**src/rtl/byte_serial_add_seq_if.sv**
```systemverilog
// Operand/result and external 8-bit adder signals for byte_serial_add_seq.
// BYTE_SERIAL_ADD_SEQ_OVF_EN adds the signed-overflow flag ovf.
interface byte_serial_add_seq_if #(
    parameter int unsigned NBYTES = 4
) ();
    localparam int unsigned W = 8 * NBYTES;

    logic         start;
    logic [W-1:0] op_a;
    logic [W-1:0] op_b;
    logic         cin;
    logic         busy;
    logic         done;
    logic [W-1:0] result;
    logic         cout;
`ifdef BYTE_SERIAL_ADD_SEQ_OVF_EN
    logic         ovf;
`endif
    logic [7:0]   add_a;
    logic [7:0]   add_b;
    logic         add_cin;
    logic [7:0]   add_sum;
    logic         add_carry;

    // Sequencer side: takes requests and adder results, drives status and adder operands.
    modport slave (
        input  start, op_a, op_b, cin, add_sum, add_carry,
`ifdef BYTE_SERIAL_ADD_SEQ_OVF_EN
        output ovf,
`endif
        output busy, done, result, cout, add_a, add_b, add_cin
    );

    modport master (
        output start, op_a, op_b, cin, add_sum, add_carry,
`ifdef BYTE_SERIAL_ADD_SEQ_OVF_EN
        input  ovf,
`endif
        input  busy, done, result, cout, add_a, add_b, add_cin
    );
endinterface

```
**src/rtl/byte_serial_add_seq.sv**
```systemverilog
// W-bit adder sequencer: feeds one byte slice per clock to an external 8-bit adder, chaining carry.
// Define BYTE_SERIAL_ADD_SEQ_OVF_EN to add the registered signed-overflow output ovf.
module byte_serial_add_seq #(
    parameter int unsigned NBYTES = 4
) (
    input  logic                  clk,
    input  logic                  rst_n,
    byte_serial_add_seq_if.slave  bus
);
    localparam int unsigned W    = 8 * NBYTES;
    localparam int unsigned IdxW = (NBYTES > 1) ? $clog2(NBYTES) : 1;
    localparam logic [IdxW-1:0] LastIdx = IdxW'(NBYTES - 1);

    typedef enum logic [1:0] {StIdle, StRun, StDone} state_e;

    state_e          state_q, state_d;
    logic [W-1:0]    a_q, a_d;
    logic [W-1:0]    b_q, b_d;
    logic            c_q, c_d;
    logic [IdxW-1:0] idx_q, idx_d;
    logic [W-1:0]    result_q, result_d;
    logic            cout_q, cout_d;
`ifdef BYTE_SERIAL_ADD_SEQ_OVF_EN
    logic            ovf_q, ovf_d;
`endif

    always_ff @(posedge clk or negedge rst_n) begin
        if (!rst_n) begin
            state_q  <= StIdle;
            a_q      <= '0;
            b_q      <= '0;
            c_q      <= 1'b0;
            idx_q    <= '0;
            result_q <= '0;
            cout_q   <= 1'b0;
`ifdef BYTE_SERIAL_ADD_SEQ_OVF_EN
            ovf_q    <= 1'b0;
`endif
        end else begin
            state_q  <= state_d;
            a_q      <= a_d;
            b_q      <= b_d;
            c_q      <= c_d;
            idx_q    <= idx_d;
            result_q <= result_d;
            cout_q   <= cout_d;
`ifdef BYTE_SERIAL_ADD_SEQ_OVF_EN
            ovf_q    <= ovf_d;
`endif
        end
    end

    always_comb begin
        state_d     = state_q;
        a_d         = a_q;
        b_d         = b_q;
        c_d         = c_q;
        idx_d       = idx_q;
        result_d    = result_q;
        cout_d      = cout_q;
`ifdef BYTE_SERIAL_ADD_SEQ_OVF_EN
        ovf_d       = ovf_q;
`endif
        bus.add_a   = 8'h00;
        bus.add_b   = 8'h00;
        bus.add_cin = 1'b0;

        unique case (state_q)
            StIdle, StDone: begin
                if (bus.start) begin
                    a_d      = bus.op_a;
                    b_d      = bus.op_b;
                    c_d      = bus.cin;
                    idx_d    = '0;
                    result_d = '0;
                    cout_d   = 1'b0;
`ifdef BYTE_SERIAL_ADD_SEQ_OVF_EN
                    ovf_d    = 1'b0;
`endif
                    state_d  = StRun;
                end else if (state_q == StDone) begin
                    state_d = StIdle;
                end
            end
            StRun: begin
                // start is deliberately not looked at here: operands stay as latched.
                bus.add_a   = a_q[8*int'(idx_q) +: 8];
                bus.add_b   = b_q[8*int'(idx_q) +: 8];
                bus.add_cin = c_q;
                result_d[8*int'(idx_q) +: 8] = bus.add_sum;
                c_d   = bus.add_carry;
                idx_d = idx_q + IdxW'(1);
                if (idx_q == LastIdx) begin
                    cout_d  = bus.add_carry;
`ifdef BYTE_SERIAL_ADD_SEQ_OVF_EN
                    ovf_d   = (a_q[W-1] == b_q[W-1]) && (bus.add_sum[7] != a_q[W-1]);
`endif
                    state_d = StDone;
                end
            end
            default: state_d = StIdle;
        endcase
    end

    // Pure state decodes so start has no combinational path to busy/done.
    assign bus.busy   = (state_q == StRun);
    assign bus.done   = (state_q == StDone);
    assign bus.result = result_q;
    assign bus.cout   = cout_q;
`ifdef BYTE_SERIAL_ADD_SEQ_OVF_EN
    assign bus.ovf    = ovf_q;
`endif

endmodule

```
**src/flat_wrapper.sv**
```systemverilog
// flat-port wrapper written by rule: the top's interface ports become plain ports
module byte_serial_add_seq_flat 
#(
    parameter int unsigned NBYTES = 4
)
  (clk, rst_n, bus_start, bus_op_a, bus_op_b, bus_cin, bus_add_sum, bus_add_carry, bus_busy, bus_done, bus_result, bus_cout, bus_add_a, bus_add_b, bus_add_cin);
  byte_serial_add_seq_if #(.NBYTES(NBYTES)) bus_i ();
  input  logic clk;
  input  logic rst_n;
  input wire logic [$bits(bus_i.start)-1:0] bus_start;
  input wire logic [$bits(bus_i.op_a)-1:0] bus_op_a;
  input wire logic [$bits(bus_i.op_b)-1:0] bus_op_b;
  input wire logic [$bits(bus_i.cin)-1:0] bus_cin;
  input wire logic [$bits(bus_i.add_sum)-1:0] bus_add_sum;
  input wire logic [$bits(bus_i.add_carry)-1:0] bus_add_carry;
  output wire logic [$bits(bus_i.busy)-1:0] bus_busy;
  output wire logic [$bits(bus_i.done)-1:0] bus_done;
  output wire logic [$bits(bus_i.result)-1:0] bus_result;
  output wire logic [$bits(bus_i.cout)-1:0] bus_cout;
  output wire logic [$bits(bus_i.add_a)-1:0] bus_add_a;
  output wire logic [$bits(bus_i.add_b)-1:0] bus_add_b;
  output wire logic [$bits(bus_i.add_cin)-1:0] bus_add_cin;
  assign bus_i.start = bus_start;
  assign bus_i.op_a = bus_op_a;
  assign bus_i.op_b = bus_op_b;
  assign bus_i.cin = bus_cin;
  assign bus_i.add_sum = bus_add_sum;
  assign bus_i.add_carry = bus_add_carry;
  assign bus_busy = bus_i.busy;
  assign bus_done = bus_i.done;
  assign bus_result = bus_i.result;
  assign bus_cout = bus_i.cout;
  assign bus_add_a = bus_i.add_a;
  assign bus_add_b = bus_i.add_b;
  assign bus_add_cin = bus_i.add_cin;
  byte_serial_add_seq #(.NBYTES(NBYTES)) u_core (.clk(clk), .rst_n(rst_n), .bus(bus_i));
endmodule
```
**config.mk**
```make
export PLATFORM = sky130hd
export DESIGN_NAME = byte_serial_add_seq_flat
export DESIGN_NICKNAME = d
export VERILOG_FILES = /design/src/rtl/byte_serial_add_seq_if.sv /design/src/rtl/byte_serial_add_seq.sv /design/src/flat_wrapper.sv
export SDC_FILE = /design/constraint.sdc
export NUM_CORES = 1
export LEC_CHECK = 0
export ABC_AREA = 1
export BUFFER_PORTS_ARGS = -buffer_cell sky130_fd_sc_hd__buf_2
export CAP_MARGIN = 20
export CELL_PAD_IN_SITES_DETAIL_PLACEMENT = 1
export CELL_PAD_IN_SITES_GLOBAL_PLACEMENT = 2
export CORE_MARGIN = 2
export CORE_UTILIZATION = 35
export CTS_BUF_LIST = sky130_fd_sc_hd__clkbuf_4 sky130_fd_sc_hd__clkbuf_8
export DETAILED_ROUTE_END_ITERATION = 16
export PLACE_DENSITY = 0.85
export SYNTH_ARGS = -nofsm -noshare
export SYNTH_HDL_FRONTEND = slang
export SYNTH_SLANG_ARGS = --single-unit
export TNS_END_PERCENT = 30
```
**constraint.sdc**
```tcl
create_clock -name clk -period 4.4 [get_ports clk]
set_input_delay 0.88 -clock clk [delete_from_list [all_inputs] [get_ports clk]]
set_output_delay 0.88 -clock clk [all_outputs]
set_load 0.01 [all_outputs]
```
==> impl_metrics.ini <==
[sta]
max_slew.worst_pin.slew_ps = 926
skew_ps = 8.79
rsz0062_at_grt = false
fmax_mhz = 339
fin_setup_tns_ps = 0
slew_violations = 0
fin_hold_ws_ps = 478
fin_ws_ps = 1450
relSlewSlack_pct = 38.1
fin_crit_ps = 2950
finalSetupViolations = 0
fin_crit_sh_pct = 67.1
hold_viol = 0

[setup_path]
path_max_fanout = 23
rr_worst_depth = 7
crit_buf_inv = 2
crit_arrival_ps = 2070
cp.required_ps = 3520
cp_num_cells = 4
crit_path_end_kind = output pin
critPathKind = register to output pin
crit_family = simple AND/OR/NAND/NOR gates
start_kind = register
slowest_stage = nand2_1
slowest_delay_ps = 530
path_cells = inv_1, nand2_1, a21oi_1, buf_2

[finish]
area_delta_synth_final_pct = 17.8
multi_input_area_um2 = 1970
drive_above_1_share_pct = 30.9
final_cell_mix = nand2_1 (166), buf_2 (127), dfrtp_1 (101)
seq_area_um2 = 2550
final_common_cell = nand2_1
n_antenna_cell = 0
num-fill-cells = 1750
fin_nets = 789
final_util_pct = 41.8

[place]
port_buffers = 128
place_ws_ps = 1780
gp_congestion = 0.833
hpwl_um = 9950

[cts]
cts_tree = done
htree_levels = 3
clockRootBuffer = clkbuf_8
post_cts_buffers = 0
cts_sinks = 102
cts_repair_resize_count = 0
cts_buffers = 9
ctsLongestPathBuffers = 2
holdBufCountCts = 0
path_clk_slew_ps = 100
clk-insertion-delay-late_ps = 380

[synth]
ys_types = 26
synth_top_cell_area_share_pct = 50.1
ys_ff_latch = 102
synth_top_cell_by_area = dfrtp_1
synth_warnings = 0
synth.top_cells.by_area = dfrtp_1 (50%), nand2_1 (12%), o21ai_2 (9.8%), nand3_1 (8.3%), inv_1 (5.8%)
synthCells = 593
syn_area_um2 = 5090
synth_seq_area_share_pct = 50.1
synth_nets = 676
avgSynthCellArea_um2 = 8.59

[detailed_routing]
routed_wl_um = 14400
route.detailed.drc = 0
vias = 4319
antenna_left = 0
avgViaCountPerCell = 4.83
first_pass_iters = 4
wl_per_cell_um = 16.1
drt-initial-drc-count = 189

[hold_path]
hp-class = primary input to asynchronous set/reset pin

[die]
die_w_um = 125
pin_count = 129
rows = 44
start_util_pct = 35.4
die_h_um = 125
core_um2 = 14400
die-area_um2 = 15500

[run]
cap_violations = 0

[power_and_ir_drop]
p_total_mw = 4.13
power.density_nw_per_um2 = 688
vdd_drop_max_mv = 0.205
leakage_nw = 3.22

[grt]
grt_pass1_vias = 4652
antenna_found_initial = 0
grt_first_pass_wirelength_um = 23900
grt_overflow_total = 0
grt_start_max_net_pins = 84
track_usage_pct = 19.2

[outcome]
status = finished clean
where the power goes:
group	leakage (nW)	internal (mW)	switching (mW)	total, mW
Clock	0.115	0.324	0.333	0.657
Combinational	1.80	0.664	1.37	2.04
Sequential	1.31	1.30	0.130	1.43
cells by family (layout without fill, tap and decap cells):
kind of cell    count (synthesis)  count (layout)  synth area share (%)
simple gates                  271             271                  23.4
compound gates                 98              98                  13.9
flops                         102             102                  50.1
fa+ha+maj                       6               6                  1.47
buf+inv                       116             234                  11.2
synthesized netlist by cell type:
cell,count
nor2_1,12
inv_1,79
nand3_4,2
nor2_4,1
clkinv_1,1
nand3_1,84
ha_1,6
o21ai_1,11
o21ai_2,57
buf_6,13
clkbuf_1,4
inv_4,1
inv_2,3
nand2_2,2
a21oi_1,16
buf_8,1
dfrtp_1,102
buf_4,2
nand2_1,166
nor2_2,1
buf_2,12
o21ai_0,13
nand3_2,1
nand4_1,1
nand2_8,1
o22ai_1,1
metal layers:
metal / vias up / GRT usage (%) / routed length, µm
met3: 17 / 3.14 / 502
met2: 86 / 32.1 / 6960
met5: - / 0 / 0
met1: 2116 / 25.4 / 6630
met4: 0 / 6.68 / 267
li1: 2100 / - / -
path summary, 6_finish.rpt:
| kind | from | end | slack, ps |
|---|---|---|---|
| worst max-delay path | u_core.state_q[1] | bus_add_a[7] | 1450 |
| worst min-delay path | rst_n | u_core.b_q[28] | 480 |
| worst max register to register | u_core.idx_q[1] | u_core.bus.result[1] | 2020 |
| worst min register to register | u_core.bus.result[18] | u_core.bus.result[18] | 510 |
| max in group asynchronous | rst_n | u_core.bus.result[12] | 3220 |
| min in group clk | u_core.bus.result[18] | u_core.bus.result[18] | 510 |
state kept, by name, indices dropped and copies added (netlist names):
signal             cells
u_core.bus.cout        1
u_core.state_q         2
u_core.c_q             1
u_core.a_q            32
u_core.bus.result     32
u_core.idx_q           2
u_core.b_q            32
final cells by class:
| class | count | area share [%] |
|---|---|---|
| Sequential cell | 102 | 42.6 |
| Multi-Input combinational cell | 375 | 32.8 |
| Timing Repair Buffer | 134 | 11.8 |
| Inverter | 84 | 5.30 |
| Tap cell | 184 | 3.84 |
| Clock buffer | 13 | 2.98 |
| Clock inverter | 3 | 0.667 |
through the flow:
step                      instance area (µm²)  std cells
after floorplan                          5090        593
after global placement                   5750        878
after detailed placement                 5750        878
after CTS                                5970        894
after global routing                     6000        895
final                                    6000        895
worst register-to-register path, cell delays in order, from the launching register on:
cell      delay (ps)
dfrtp_1          360
clkinv_1         570
ha_1             610
inv_2            150
nand2_1           90
nor2_1           270
nand3_1          160
nand2_1          100
Power figures use the tool's default switching activity.
